===== src/rtl/gpu_clut_loader.sv =====
// ============================================================================
// Module   : gpu_clut_loader
// Brief    : Fetches 32-byte CLUT blocks from VRAM and writes them into the
//            CLUT cache; drives the manager's decrement and end-of-load pulses.
//            Optional statistics outputs under GPU_CLUT_LOADER_STATS_EN.
// Revision : 1.0 - initial release
// ============================================================================
`default_nettype none

module gpu_clut_loader #(
  parameter int DATA_W     = 32,
  parameter int BEAT_CNT_W = 3
) (
  input  logic                    i_clk,
  input  logic                    i_nRstGPU,
  input  logic                    i_isLoadingPalette,
  input  logic                    i_stillRemainingClutPacket,
  input  logic [14:0]             i_adrClutCacheUpdate,
  input  logic [3:0]              i_currentClutBlock,
  output logic                    o_decClutCount,
  output logic                    o_endClutLoading,
  output logic                    o_memReq,
  output logic [14:0]             o_memAdr,
  input  logic                    i_memAck,
  input  logic                    i_memDataValid,
  input  logic [DATA_W-1:0]       i_memData,
  output logic                    o_clutWrite,
  output logic [4+BEAT_CNT_W-1:0] o_clutWrAdr,
  output logic [DATA_W-1:0]       o_clutWrData,
  output logic                    o_busy
`ifdef GPU_CLUT_LOADER_STATS_EN
  ,
  output logic [15:0]             o_statBlocks,
  output logic                    o_statProtoErr
`endif
);

  typedef enum logic [2:0] {
    ST_IDLE  = 3'd0,
    ST_REQ   = 3'd1,
    ST_DATA  = 3'd2,
    ST_DEC   = 3'd3,
    ST_CHECK = 3'd4,
    ST_DONE  = 3'd5
  } state_t;

  localparam logic [BEAT_CNT_W-1:0] C_LAST_BEAT = '1;

  state_t                    state_q, state_d;
  logic [14:0]               adr_q, adr_d;
  logic [3:0]                blk_q, blk_d;
  logic [BEAT_CNT_W-1:0]     beat_q, beat_d;
  logic                      mem_req_q, mem_req_d;
  logic                      wr_q, wr_d;
  logic [4+BEAT_CNT_W-1:0]   wr_adr_q, wr_adr_d;
  logic [DATA_W-1:0]         wr_data_q, wr_data_d;
  logic                      dec_q, dec_d;
  logic                      end_q, end_d;
  logic                      busy_q, busy_d;

  always_comb begin
    state_d   = state_q;
    adr_d     = adr_q;
    blk_d     = blk_q;
    beat_d    = beat_q;
    wr_d      = 1'b0;
    wr_adr_d  = wr_adr_q;
    wr_data_d = wr_data_q;

    case (state_q)
      ST_IDLE: begin
        if (i_isLoadingPalette) begin
          if (i_stillRemainingClutPacket) begin
            state_d = ST_REQ;
            adr_d   = i_adrClutCacheUpdate;
            blk_d   = i_currentClutBlock - 4'd1;
          end else begin
            state_d = ST_DONE;
          end
        end
      end
      ST_REQ: begin
        if (i_memAck) begin
          state_d = ST_DATA;
          beat_d  = '0;
        end
      end
      ST_DATA: begin
        if (i_memDataValid) begin
          wr_d      = 1'b1;
          wr_adr_d  = {blk_q, beat_q};
          wr_data_d = i_memData;
          beat_d    = beat_q + BEAT_CNT_W'(1);
          if (beat_q == C_LAST_BEAT) begin
            state_d = ST_DEC;
          end
        end
      end
      ST_DEC: begin
        state_d = ST_CHECK;
      end
      ST_CHECK: begin
        // Count was decremented by the manager on the DEC edge
        if (i_stillRemainingClutPacket) begin
          state_d = ST_REQ;
          adr_d   = i_adrClutCacheUpdate;
          blk_d   = i_currentClutBlock - 4'd1;
        end else begin
          state_d = ST_DONE;
        end
      end
      ST_DONE: begin
        state_d = ST_IDLE;
      end
      default: begin
        state_d = ST_IDLE;
      end
    endcase

    // Outputs are registered from the next state so they align with it
    mem_req_d = (state_d == ST_REQ);
    dec_d     = (state_d == ST_DEC);
    end_d     = (state_d == ST_DONE);
    busy_d    = (state_d != ST_IDLE);
  end

  always_ff @(posedge i_clk or negedge i_nRstGPU) begin
    if (!i_nRstGPU) begin
      state_q   <= ST_IDLE;
      adr_q     <= '0;
      blk_q     <= '0;
      beat_q    <= '0;
      mem_req_q <= 1'b0;
      wr_q      <= 1'b0;
      wr_adr_q  <= '0;
      wr_data_q <= '0;
      dec_q     <= 1'b0;
      end_q     <= 1'b0;
      busy_q    <= 1'b0;
    end else begin
      state_q   <= state_d;
      adr_q     <= adr_d;
      blk_q     <= blk_d;
      beat_q    <= beat_d;
      mem_req_q <= mem_req_d;
      wr_q      <= wr_d;
      wr_adr_q  <= wr_adr_d;
      wr_data_q <= wr_data_d;
      dec_q     <= dec_d;
      end_q     <= end_d;
      busy_q    <= busy_d;
    end
  end

  assign o_memReq         = mem_req_q;
  assign o_memAdr         = adr_q;
  assign o_clutWrite      = wr_q;
  assign o_clutWrAdr      = wr_adr_q;
  assign o_clutWrData     = wr_data_q;
  assign o_decClutCount   = dec_q;
  assign o_endClutLoading = end_q;
  assign o_busy           = busy_q;

`ifdef GPU_CLUT_LOADER_STATS_EN
  logic [15:0] stat_blocks_q, stat_blocks_d;
  logic        proto_err_q, proto_err_d;

  always_comb begin
    stat_blocks_d = stat_blocks_q + ((state_q == ST_DEC) ? 16'd1 : 16'd0);
    proto_err_d   = proto_err_q
                  | (i_memDataValid && (state_q != ST_DATA))
                  | (i_memAck && (state_q != ST_REQ));
  end

  always_ff @(posedge i_clk or negedge i_nRstGPU) begin
    if (!i_nRstGPU) begin
      stat_blocks_q <= '0;
      proto_err_q   <= 1'b0;
    end else begin
      stat_blocks_q <= stat_blocks_d;
      proto_err_q   <= proto_err_d;
    end
  end

  assign o_statBlocks   = stat_blocks_q;
  assign o_statProtoErr = proto_err_q;
`endif

endmodule

`default_nettype wire

===== config.mk =====
export PLATFORM = sky130hd
export DESIGN_NAME = gpu_clut_loader
export DESIGN_NICKNAME = d
export VERILOG_FILES = /design/src/rtl/gpu_clut_loader.sv
export SDC_FILE = /design/constraint.sdc
export NUM_CORES = 1
export LEC_CHECK = 0
export ABC_AREA = 1
export CORE_MARGIN = 5
export CORE_UTILIZATION = 40
export CTS_BUF_LIST = sky130_fd_sc_hd__clkbuf_4
export DETAILED_ROUTE_END_ITERATION = 8
export GPL_TIMING_DRIVEN = 0
export PLACE_DENSITY = 0.88
export SYNTH_ARGS = -nofsm -noshare
export SYNTH_HDL_FRONTEND = slang
export SYNTH_SLANG_ARGS = --single-unit

===== constraint.sdc =====
create_clock -name i_clk -period 1.4 [get_ports i_clk]
set_clock_uncertainty 0.05 [all_clocks]
set_input_delay 0.28 -clock i_clk [delete_from_list [all_inputs] [get_ports i_clk]]
set_output_delay 0.28 -clock i_clk [all_outputs]
set_load 0.1 [all_outputs]

=== Word level (Yosys, flattened, before mapping) ===
Cells that the tools add are included.

* Add/subtract/negate cells: 2
* Eq/ne operators: 11
* Multiplexer cells: 17
* Reduce and logical (&&, ||, !) cells: 7

{| class="wikitable"
|+ Operators by type and width
! kind !! count
|-
| $mux W15 || 2
|-
| $pmux W15 S2 || 1
|-
| $mux W3 || 7
|-
| $pmux W3 S5 || 1
|-
| $eq A3 B2 Y1 const B || 3
|-
| $eq A3 B3 Y1 const B || 3
|-
| $mux W4 || 2
|-
| $pmux W4 S2 || 1
|-
| $eq A3 B1 Y1 const B || 2
|-
| $ne A2 B2 Y1 const B || 3
|-
| $pmux W3 S2 || 1
|-
| $reduce_and A2 Y1 || 2
|-
| $reduce_bool A2 Y1 || 2
|-
| $sub A4 B1 Y4 const B || 1
|-
| $add A3 B1 Y3 const B || 1
|-
| $logic_not A3 Y1 || 1
|-
| $reduce_and A3 Y1 || 1
|-
| $reduce_bool A3 Y1 || 1
|-
| $mux W1 || 2
|}

* Register bits: 69
* Input port bits: 57
* Output and inout bits: 59
* Word-level logic and storage cells: 48

=== Depth between registers and ports, before layout ===
Gate-level depths: netlist of the first run.

* Word-level depth: 5
* Gate-level depth with buffers: 8
* Gate-level depth less buffers: 7

=== Least setup slack after synthesis of the first run ===
No wires, ideal clock.

* Path type: register to register
* From: register beat_q[0]
* To: register busy_q, in the netlist o_busy
* Library setup time: 0.121 ns
* Arrival time: 1.160 ns
* Data required time: 1.229 ns
* Setup slack: 0.069 ns
* Stages on the path, launching flop included: 8
* Path buffers: 0
* Clock period less this slack: 1.331 ns
* Cell sequence: dfrtp_1 > ha_1 > ha_1 > a21o_1 > nand2_1 > nand3_1 > inv_1 > nand2_1

* Cells in the longest elaborated chain, start to end: 5

{| class="wikitable"
|+ Ends and longest elaborated chain
! item !! RTL line !! RTL
|-
| start, declared || 52 || <nowiki>logic [BEAT_CNT_W-1:0] beat_q, beat_d;</nowiki>
|-
| start signal, assigned || 144 || <nowiki>beat_q <= beat_d;</nowiki>
|-
| $eq A3 B3 Y1 || 94 || <nowiki>if (beat_q == C_LAST_BEAT) begin</nowiki>
|-
| $mux W3 || 94 ||
|-
| $mux W3 || 89 || <nowiki>if (i_memDataValid) begin</nowiki>
|-
| $pmux W3 S5 || 70 || <nowiki>case (state_q)</nowiki>
|-
| net state_d[0] || 49 || <nowiki>state_t state_q, state_d;</nowiki>
|-
| $reduce_bool A3 Y1 || 124 || <nowiki>busy_d = (state_d != ST_IDLE);</nowiki>
|-
| net busy_d || 59 || <nowiki>logic busy_q, busy_d;</nowiki>
|-
| end signal, assigned || 151 || <nowiki>busy_q <= busy_d;</nowiki>
|-
| end, declared || 59 ||
|}

The timed path passes the listed nets, and every way through them passes these cells.
A chain may end at the register's enable or synchronous reset.

=== Worst setup path after layout of the first run ===
* From: register beat_q[1]
* To: register busy_q, in the netlist o_busy

Same word-level chain as after synthesis.

==> run summary, run 1 <==
Clk pin slew, worst setup/hold paths - 110 ps
Synth cell types - 19
DR vias - 2382
detail-routed via count per cell - 4.56
Hold Vio Cnt, Final - 0
final wirelength - 6890 um
Seq/Total Area, Yosys - 62.8%
Pre-antenna DRT Iters - 4
Hold Path Class - in2reg
vias in the first global route - 2418
crit path max fanout - 3
synthesis-to-finish area growth - 59.2%
maximum capacitance violations - 0
Ports - 116
DRC violations left - 0
CTS Sinks - 69
Fmax - 731 MHz
Synth area leader - dfrtp_1
startpoint types - register
GRT Total Usage - 16.3%
flop2flop setup slack - 30 ps
syn nets - 364
largest cells by area after synthesis - dfrtp_1 (63%), nand2_1 (24%), inv_1 (2.2%)
multi-input logic area - 878 um^2
post-route ant nets - 0
first-pass GRT wire length - 11200 um
grt ovf - 0
Tcrit/Tclk final - 97.6%
Synth Warn # - 0
Worst-Margin Slew - 844 ps
initial antenna violation count - 0
Placer Congestion - 0.759
TritonCTS clock tree - yes
Starting DRT DRC Count - 55
WP data arrival - 1600 ps
fin. max-slew vios - 0
CTS buffer count - 9
most common cell in the synthesized netlist - nand2_1
H-tree depth - 3
Root Buffer - clkbuf_4
Std-Cell Rows - 30
Port Buffers - 115
synthesized instance count - 304
WP data required - 1630 ps
Die Span X - 92.9 um
Synth Register Bits - 69
core area - 0.00676 mm^2
Skew-Pair Late Insertion Delay - 380 ps
Non-Filler Instances - 522
clock period minus worst slack - 1370 ps
Async S/R FF share, synth - 100%
Final nets - 497
endpoint type of the worst setup path - register
count of flip-flops with a built-in enable after synthesis - 0
Post-synth top flop - dfrtp_1
Avg Cell Area, Syn - 9.04 um^2
Register Area - 0.00173 mm^2
CTS max path bufs - 2
Setup CP Type - reg2reg
Avg WL per Cell - 13.2 um
final core utilization - 64.7%
top-area cell type share of the netlist area - 62.8%
# fillers - 556
Die ar. - 0.00863 mm^2
status - complete, no violations
Max-slew headroom - 43.7%
die height - 92.9 um
largest net degree at the start of global routing - 70
DPL Wire Length - 4950 um
Mapped Area - 0.00275 mm^2
dpl cells - 499
unrepaired setup endpoints after global routing - true
Synth top cells by count - nand2_1 (179), dfrtp_1 (69), inv_1 (16), buf_4 (6), nand3_1 (6)
starting density of the core - 40.7%
antenna diode count - 0
share of layout cells above drive strength 1 - 24.2%
Setup violations, final - 0
==> flip-flops by register name, indices dropped and copies added, names as in the netlist <==
signal            cells
o_busy                1
o_clutWrAdr           7
o_clutWrite           1
o_endClutLoading      1
o_decClutCount        1
beat_q                3
state_q               3
blk_q                 4
o_memReq              1
o_memAdr             15
o_clutWrData         32
==> cells by family (layout without fill, tap and decap cells) <==
group,Yosys count,after routing,synth area share [%]
compound gates,8,8,1.55
xor+xnor,2,2,0.638
fa+ha+maj,3,3,1.37
buf+inv,30,168,6.28
flops,69,69,62.8
simple gates,192,192,27.3
==> metrics by stage <==
stage               setup TNS (ps)  setup WS, ps  hold WS, ps  area [um^2]
floorplan                        0          68.8        -65.6         2750
global placement           -179880         -2220          404         4000
detailed placement          -28360          -421          394         4000
CTS                              0          1.54          329         4180
global route                  -149         -40.1          343         4370
finish                           0          32.9          362         4370
==> worst max-delay path, cell delays in order, from the launching register on <==
cell,delay [ps]
dfrtp_1,420
ha_2,220
ha_4,160
a21o_1,160
nand2_2,70
nand3_2,80
inv_2,60
nand2_1,50
==> layout make-up <==
cell class | instances | share of cell area (%)
flip-flops and latches | 69 | 39.5
repair buffers | 122 | 30.9
multi-input cells | 205 | 20.1
plain buffers | 11 | 2.40
well taps | 80 | 2.29
inverters | 19 | 1.80
clock buffers | 10 | 1.72
clock inverters | 6 | 1.23
==> worst paths after layout <==
check / start / endpoint / depth (start not counted)
max: beat_q[1]$_DFFE_PN0P_ / o_busy$_DFF_PN0_ / 7
min: i_memData[13] / o_clutWrData[13]$_DFFE_PN0P_ / 3
min reg2reg: o_memAdr[7]$_DFFE_PN0P_ / o_memAdr[7]$_DFFE_PN0P_ / 2
max in group asynchronous: i_nRstGPU / state_q[0]$_DFF_PN0_ / 2
max reg2reg: beat_q[1]$_DFFE_PN0P_ / o_busy$_DFF_PN0_ / 7
min in group asynchronous: i_nRstGPU / o_memReq$_DFF_PN0_ / 2
==> layer usage <==
metal | vias up | part of all wire [%] | GRT usage [%]
met1 | 1108 | 42 | 19.7
met3 | 14 | 6.4 | 4.31
met4 | 0 | 1.9 | 6.72
li1 | 1181 | - | -
met2 | 79 | 50 | 27.4
met5 | - | 0 | 0
==> cells in the final DEF (no fill, tap or decap), types with 3 or more instances in the layout <==
cell type,n
inv_2,3
buf_8,8
clkinv_2,4
buf_4,15
nand2_1,177
o21ai_1,3
nand3_1,5
inv_1,14
clkdlybuf4s50_1,55
dfrtp_1,67
buf_12,5
buf_6,48
o21ai_0,3
clkbuf_4,10
==> what timing repair did <==
action | in CTS | in global routing
hold buffers | 1 | 0
pin swaps | 0 | 6
gates resized for setup | 405 | 38
gates cloned | 0 | 1
hold endpoints to repair | 69 | 0
setup endpoints to repair | 61 | 74
setup buffers | 1 | 4
Power of run 1 is left out: the tool's default activity adds up to more than one toggle a clock period on the data nets, which glitch-free logic cannot reach.
==> inputs of run 2 (changes only) <==
CORE_MARGIN = unset   (was 5)
CTS_CLUSTER_SIZE = 25   (was unset)
==> run 2 against run 1 <==
The run now ends with design-rule violations left; fmax about the same; register-to-register slack about the same; clock-buffer cell count unchanged; final area up 5.1%; core utilization rose by 6.0 points; global-route usage grew 3.9 points; sequential share of layout area is 1.9 points lower; via count up 1.0%; critical endpoint unchanged.
==> run summary, run 2 (synthesized netlist as in run 1, its figures left out) <==
status - finished with violations (was complete, no violations)
failing checks - design-rule violations
CTS max path bufs - 2 (unchanged)
Root Buffer - clkbuf_4 (unchanged)
GRT Total Usage - 20.2% (was 16.3%)
Port Buffers - 115 (unchanged)
Tcrit/Tclk final - 97.7% (was 97.6%)
Starting DRT DRC Count - 83 (was 55)
first-pass GRT wire length - 11300 um (was 11200 um)
number of flip-flops in the largest register - 32 (unchanged)
die height - 84.9 um (was 92.9 um)
vias in the first global route - 2479 (was 2418)
TritonCTS clock tree - yes (unchanged)
Avg WL per Cell - 13.4 um (was 13.2 um)
startpoint types - register (unchanged)
initial antenna violation count - 0 (unchanged)
DRC violations left - 8 (was 0)
CTS Sinks - 69 (unchanged)
final wirelength - 6960 um (was 6890 um)
Ports - 116 (unchanged)
DR vias - 2407 (was 2382)
Worst-Margin Slew - 843 ps (was 844 ps)
worst hold start - i_memData[25] (was i_memData[13])
detail-routed via count per cell - 4.62 (was 4.56)
post-route ant nets - 0 (unchanged)
synthesis-to-finish area growth - 67.3% (was 59.2%)
grt ovf - 0 (unchanged)
Placer Congestion - 0.744 (was 0.759)
Pre-antenna DRT Iters - 7 (was 4)
starting density of the core - 42.3% (was 40.7%)
dpl cells - 496 (was 499)
Buf+Inv Stages, Crit Path - 1 (unchanged)
Fmax - 731 MHz (about the same)
Setup CP Type - reg2reg (unchanged)
Die ar. - 0.00720 mm^2 (was 0.00863 mm^2)
critical-path cell list - ha_2 -> ha_4 -> a21o_1 -> nand2_2 -> nand3_2 -> inv_2 -> nand2_2 (was ha_2 -> ha_4 -> a21o_1 -> nand2_2 -> nand3_2 -> inv_2 -> nand2_1)
CP startpoint - beat_q[1]$_DFFE_PN0P_ (unchanged)
DPL Wire Length - 4650 um (was 4950 um)
Hold Path Class - in2reg (unchanged)
Skew-Pair Late Insertion Delay - 390 ps (was 380 ps)
WP data arrival - 1600 ps (about the same)
Hold Vio Cnt, Final - 0 (unchanged)
crit-path max cell delay - 420 ps (about the same)
# fillers - 492 (was 556)
cell mode on critical path - nand2_2
r2r startpoint - beat_q[1]$_DFFE_PN0P_ (unchanged)
Setup violations, final - 0 (unchanged)
final setup margin - 31.8 ps (was 32.9 ps)
crit-path leading delay family - flip-flops (unchanged)
Final nets - 499 (was 497)
Clk pin slew, worst setup/hold paths - 110 ps (about the same)
largest net degree at the start of global routing - 70 (unchanged)
clock period minus worst slack - 1370 ps (about the same)
crit path max fanout - 3 (unchanged)
share of layout cells above drive strength 1 - 25.0% (was 24.2%)
most frequent cells in the layout - nand2_1 (176), dfrtp_1 (67), clkdlybuf4s50_1 (55), buf_6 (26), buf_12 (26) (was nand2_1 (177), dfrtp_1 (67), clkdlybuf4s50_1 (55), buf_6 (48), buf_4 (15))
fin. max-slew vios - 0 (unchanged)
unrepaired setup endpoints after global routing - true (unchanged)
endpoint type of the worst setup path - register (unchanged)
critical path's slowest cell - dfrtp_1 (unchanged)
Std-Cell Rows - 29 (was 30)
Die Span X - 84.9 um (was 92.9 um)
commonest non-fill, non-tap cell in the layout - nand2_1 (unchanged)
dpl ws - -428 ps (was -421 ps)
H-tree depth - 3 (unchanged)
antenna diode count - 0 (unchanged)
WP data required - 1640 ps (was 1630 ps)
core area - 0.00649 mm^2 (was 0.00676 mm^2)
Non-Filler Instances - 521 (was 522)
CTS buffer count - 9 (unchanged)
maximum capacitance violations - 0 (unchanged)
Max-slew headroom - 43.8% (was 43.7%)
Min Hold Slack - 351 ps (was 362 ps)
[run 2: stage by stage]
step	TNS [ps]	area [um^2]	utilization, %
6_report	0	4600	70.8
5_1_grt	-332	4600	70.8
4_1_cts	0	4200	64.7
3_5_place_dp	-27980	3990	61.5
3_3_place_gp	-178400	4000	61.5
2_1_floorplan	0	2750	-
[run 2: layout make-up]
class	count	area (um^2)	area share, %
buffer	11	113	2.45
clock buffer	10	75.1	1.63
clock inverter	6	53.8	1.17
inverter	19	78.8	1.71
multi-input combinational	205	897	19.5
sequential	69	1730	37.6
tap	77	96.3	2.10
timing repair buffer	124	1550	33.8
[run 2: final timing paths]
kind | end | slack (ps) | depth (start not counted)
max | o_busy$_DFF_PN0_ | 30 | 7
min | o_clutWrData[25]$_DFFE_PN0P_ | 350 | 3
max reg2reg | o_busy$_DFF_PN0_ | 30 | 7
min reg2reg | o_clutWrAdr[4]$_DFFE_PN0P_ | 460 | 2
max in group asynchronous | state_q[1]$_DFF_PN0_ | 230 | 2
min in group asynchronous | o_clutWrAdr[0]$_DFFE_PN0P_ | 470 | 2
[run 2: tightest hold or removal path: stages]
cell and delay [ps]:
clkdlybuf4s50_1 390, nand2_1 60, nand2_1 40
[run 2: routing by layer]
metal  global-route usage [%]  share of wire [%]
met5                        0                  0
met4                     6.93                1.1
met3                     6.42                6.1
met2                     34.1                 53
met1                     24.5                 40
[run 2: timing repair]
action | in CTS | in global routing
setup buffers | 1 | 7
hold buffers | 1 | 0
endpoints found under the setup margin | 61 | 98
hold endpoints to repair | 69 | 0
resized for setup | 413 | 81
pin swaps | 0 | 7
Power of run 2 is left out for the same reason.
==> inputs of run 3 (changes only) <==
CORE_ASPECT_RATIO = 1.75   (was unset)
==> run 3 against run 2 <==
The flow now finishes without violations; sequential share of layout area is 2.8 points higher; final area decreased by 7.0%; final cell count fell by 0.96%; setup slack gained 14 ps; fmax grew 1.1%; register-to-register slack is essentially flat; largest cell class unchanged; die area is 0.18% higher; via count decreased by 0.37%; sequential cell count did not move.
==> run summary, run 3 (synthesized netlist as in run 1, its figures left out) <==
status - complete, no violations (was finished with violations)
post-route ant nets - 0 (unchanged)
Fmax - 739 MHz (was 731 MHz)
Setup violations, final - 0 (unchanged)
Skew-Pair Late Insertion Delay - 390 ps (about the same)
crit-path max cell delay - 390 ps (was 420 ps)
Buf+Inv Stages, Crit Path - 1 (unchanged)
Tcrit/Tclk final - 96.7% (was 97.7%)
Hold Path Class - in2reg (unchanged)
commonest non-fill, non-tap cell in the layout - nand2_1 (unchanged)
fin. max-slew vios - 0 (unchanged)
WP data arrival - 1020 ps (was 1600 ps)
starting density of the core - 41.7% (was 42.3%)
most frequent cells in the layout - nand2_1 (177), dfrtp_1 (68), clkdlybuf4s50_1 (55), buf_6 (50), inv_1 (14) (was nand2_1 (176), dfrtp_1 (67), clkdlybuf4s50_1 (55), buf_6 (26), buf_12 (26))
Starting DRT DRC Count - 92 (was 83)
unrepaired setup endpoints after global routing - true (unchanged)
WP data required - 1070 ps (was 1640 ps)
die height - 112 um (was 84.9 um)
DR vias - 2398 (was 2407)
Std-Cell Rows - 39 (was 29)
crit-path leading delay family - flip-flops (unchanged)
detail-routed via count per cell - 4.65 (was 4.62)
Final nets - 494 (was 499)
Die Span X - 64.7 um (was 84.9 um)
startpoint types - register (unchanged)
Worst-Margin Slew - 839 ps (was 843 ps)
Setup CP Type - reg2out (was reg2reg)
initial antenna violation count - 0 (unchanged)
maximum capacitance violations - 0 (unchanged)
critical path's slowest cell - dfrtp_1 (unchanged)
DPL Wire Length - 4750 um (was 4650 um)
GRT Total Usage - 19.0% (was 20.2%)
Clk pin slew, worst setup/hold paths - 100 ps (was 110 ps)
CP startpoint - o_clutWrData[1]$_DFFE_PN0P_ (was beat_q[1]$_DFFE_PN0P_)
final wirelength - 6470 um (was 6960 um)
first-pass GRT wire length - 10500 um (was 11300 um)
Die ar. - 0.00722 mm^2 (was 0.00720 mm^2)
number of flip-flops in the largest register - 32 (unchanged)
crit path max fanout - 2 (was 3)
Pre-antenna DRT Iters - 4 (was 7)
Min Hold Slack - 354 ps (was 351 ps)
Max-slew headroom - 44.0% (was 43.8%)
Avg WL per Cell - 12.5 um (was 13.4 um)
CTS Sinks - 69 (unchanged)
grt ovf - 0 (unchanged)
worst hold start - i_adrClutCacheUpdate[0] (was i_memData[25])
vias in the first global route - 2378 (was 2479)
TritonCTS clock tree - yes (unchanged)
largest net degree at the start of global routing - 70 (unchanged)
r2r startpoint - beat_q[0]$_DFFE_PN0P_ (was beat_q[1]$_DFFE_PN0P_)
clock period minus worst slack - 1350 ps (was 1370 ps)
CTS buffer count - 9 (unchanged)
synthesis-to-finish area growth - 55.5% (was 67.3%)
core area - 0.00659 mm^2 (was 0.00649 mm^2)
H-tree depth - 3 (unchanged)
endpoint type of the worst setup path - output pin (was register)
Placer Congestion - 0.781 (was 0.744)
CTS max path bufs - 2 (unchanged)
DRC violations left - 0 (was 8)
flop2flop setup slack - 50 ps (was 30 ps)
share of layout cells above drive strength 1 - 22.6% (was 25.0%)
Hold Vio Cnt, Final - 0 (unchanged)
Port Buffers - 115 (unchanged)
Ports - 116 (unchanged)
Root Buffer - clkbuf_4 (unchanged)
antenna diode count - 0 (unchanged)
critical-path cell list - buf_6 (was ha_2 -> ha_4 -> a21o_1 -> nand2_2 -> nand3_2 -> inv_2 -> nand2_2)
## run 3: layer usage
metal | up-vias | global-route usage [%] | part of all wire, %
li1 | 1175 | - | -
met1 | 1135 | 20.3 | 37
met2 | 72 | 33.5 | 56
met3 | 16 | 5.02 | 4.6
met4 | 0 | 9.48 | 2.9
met5 | - | 0 | 0
## run 3: path summary, 6_finish.rpt
check | endpoint | cells after the start
min reg2reg | o_clutWrAdr[4]$_DFFE_PN0P_ | 2
max reg2reg | o_busy$_DFF_PN0_ | 7
max | o_clutWrData[1] | 1
min | o_memAdr[0]$_DFFE_PN0P_ | 3
max in group asynchronous | state_q[0]$_DFF_PN0_ | 2
min in group asynchronous | o_memAdr[6]$_DFFE_PN0P_ | 2
## run 3: final cells by class
type                       instances  area (um^2)
fill                             544         2310
clock inverter                     1         3.75
inverter                          19         73.8
buffer                            11          101
sequential                        69         1730
tap                               82          103
multi-input combinational        205          868
clock buffer                      10         75.1
timing repair buffer             119         1320
## run 3: through the flow
| step | cell area, um^2 | setup slack [ps] | std cells | setup TNS [ps] | util (%) |
|---|---|---|---|---|---|
| 3_5_place_dp | 4000 | -433 | 501 | -27960 | 60.7 |
| 4_1_cts | 4120 | 0.458 | 513 | 0 | 62.6 |
| 3_3_place_gp | 4000 | -2190 | 501 | -176740 | 60.7 |
| 2_1_floorplan | 2750 | 68.8 | 304 | 0 | - |
| 5_1_grt | 4270 | -10.0 | 516 | -46.1 | 64.9 |
| 6_report | 4270 | 46.1 | 516 | 0 | 64.9 |
## run 3: repair_timing
item,in CTS,in global routing
resized for setup,405,34
setup endpoints to repair,61,78
hold buffers,1,0
setup buffers,0,3
hold endpoints to repair,69,0
pin swaps,1,3
Power of run 3 is left out for the same reason.
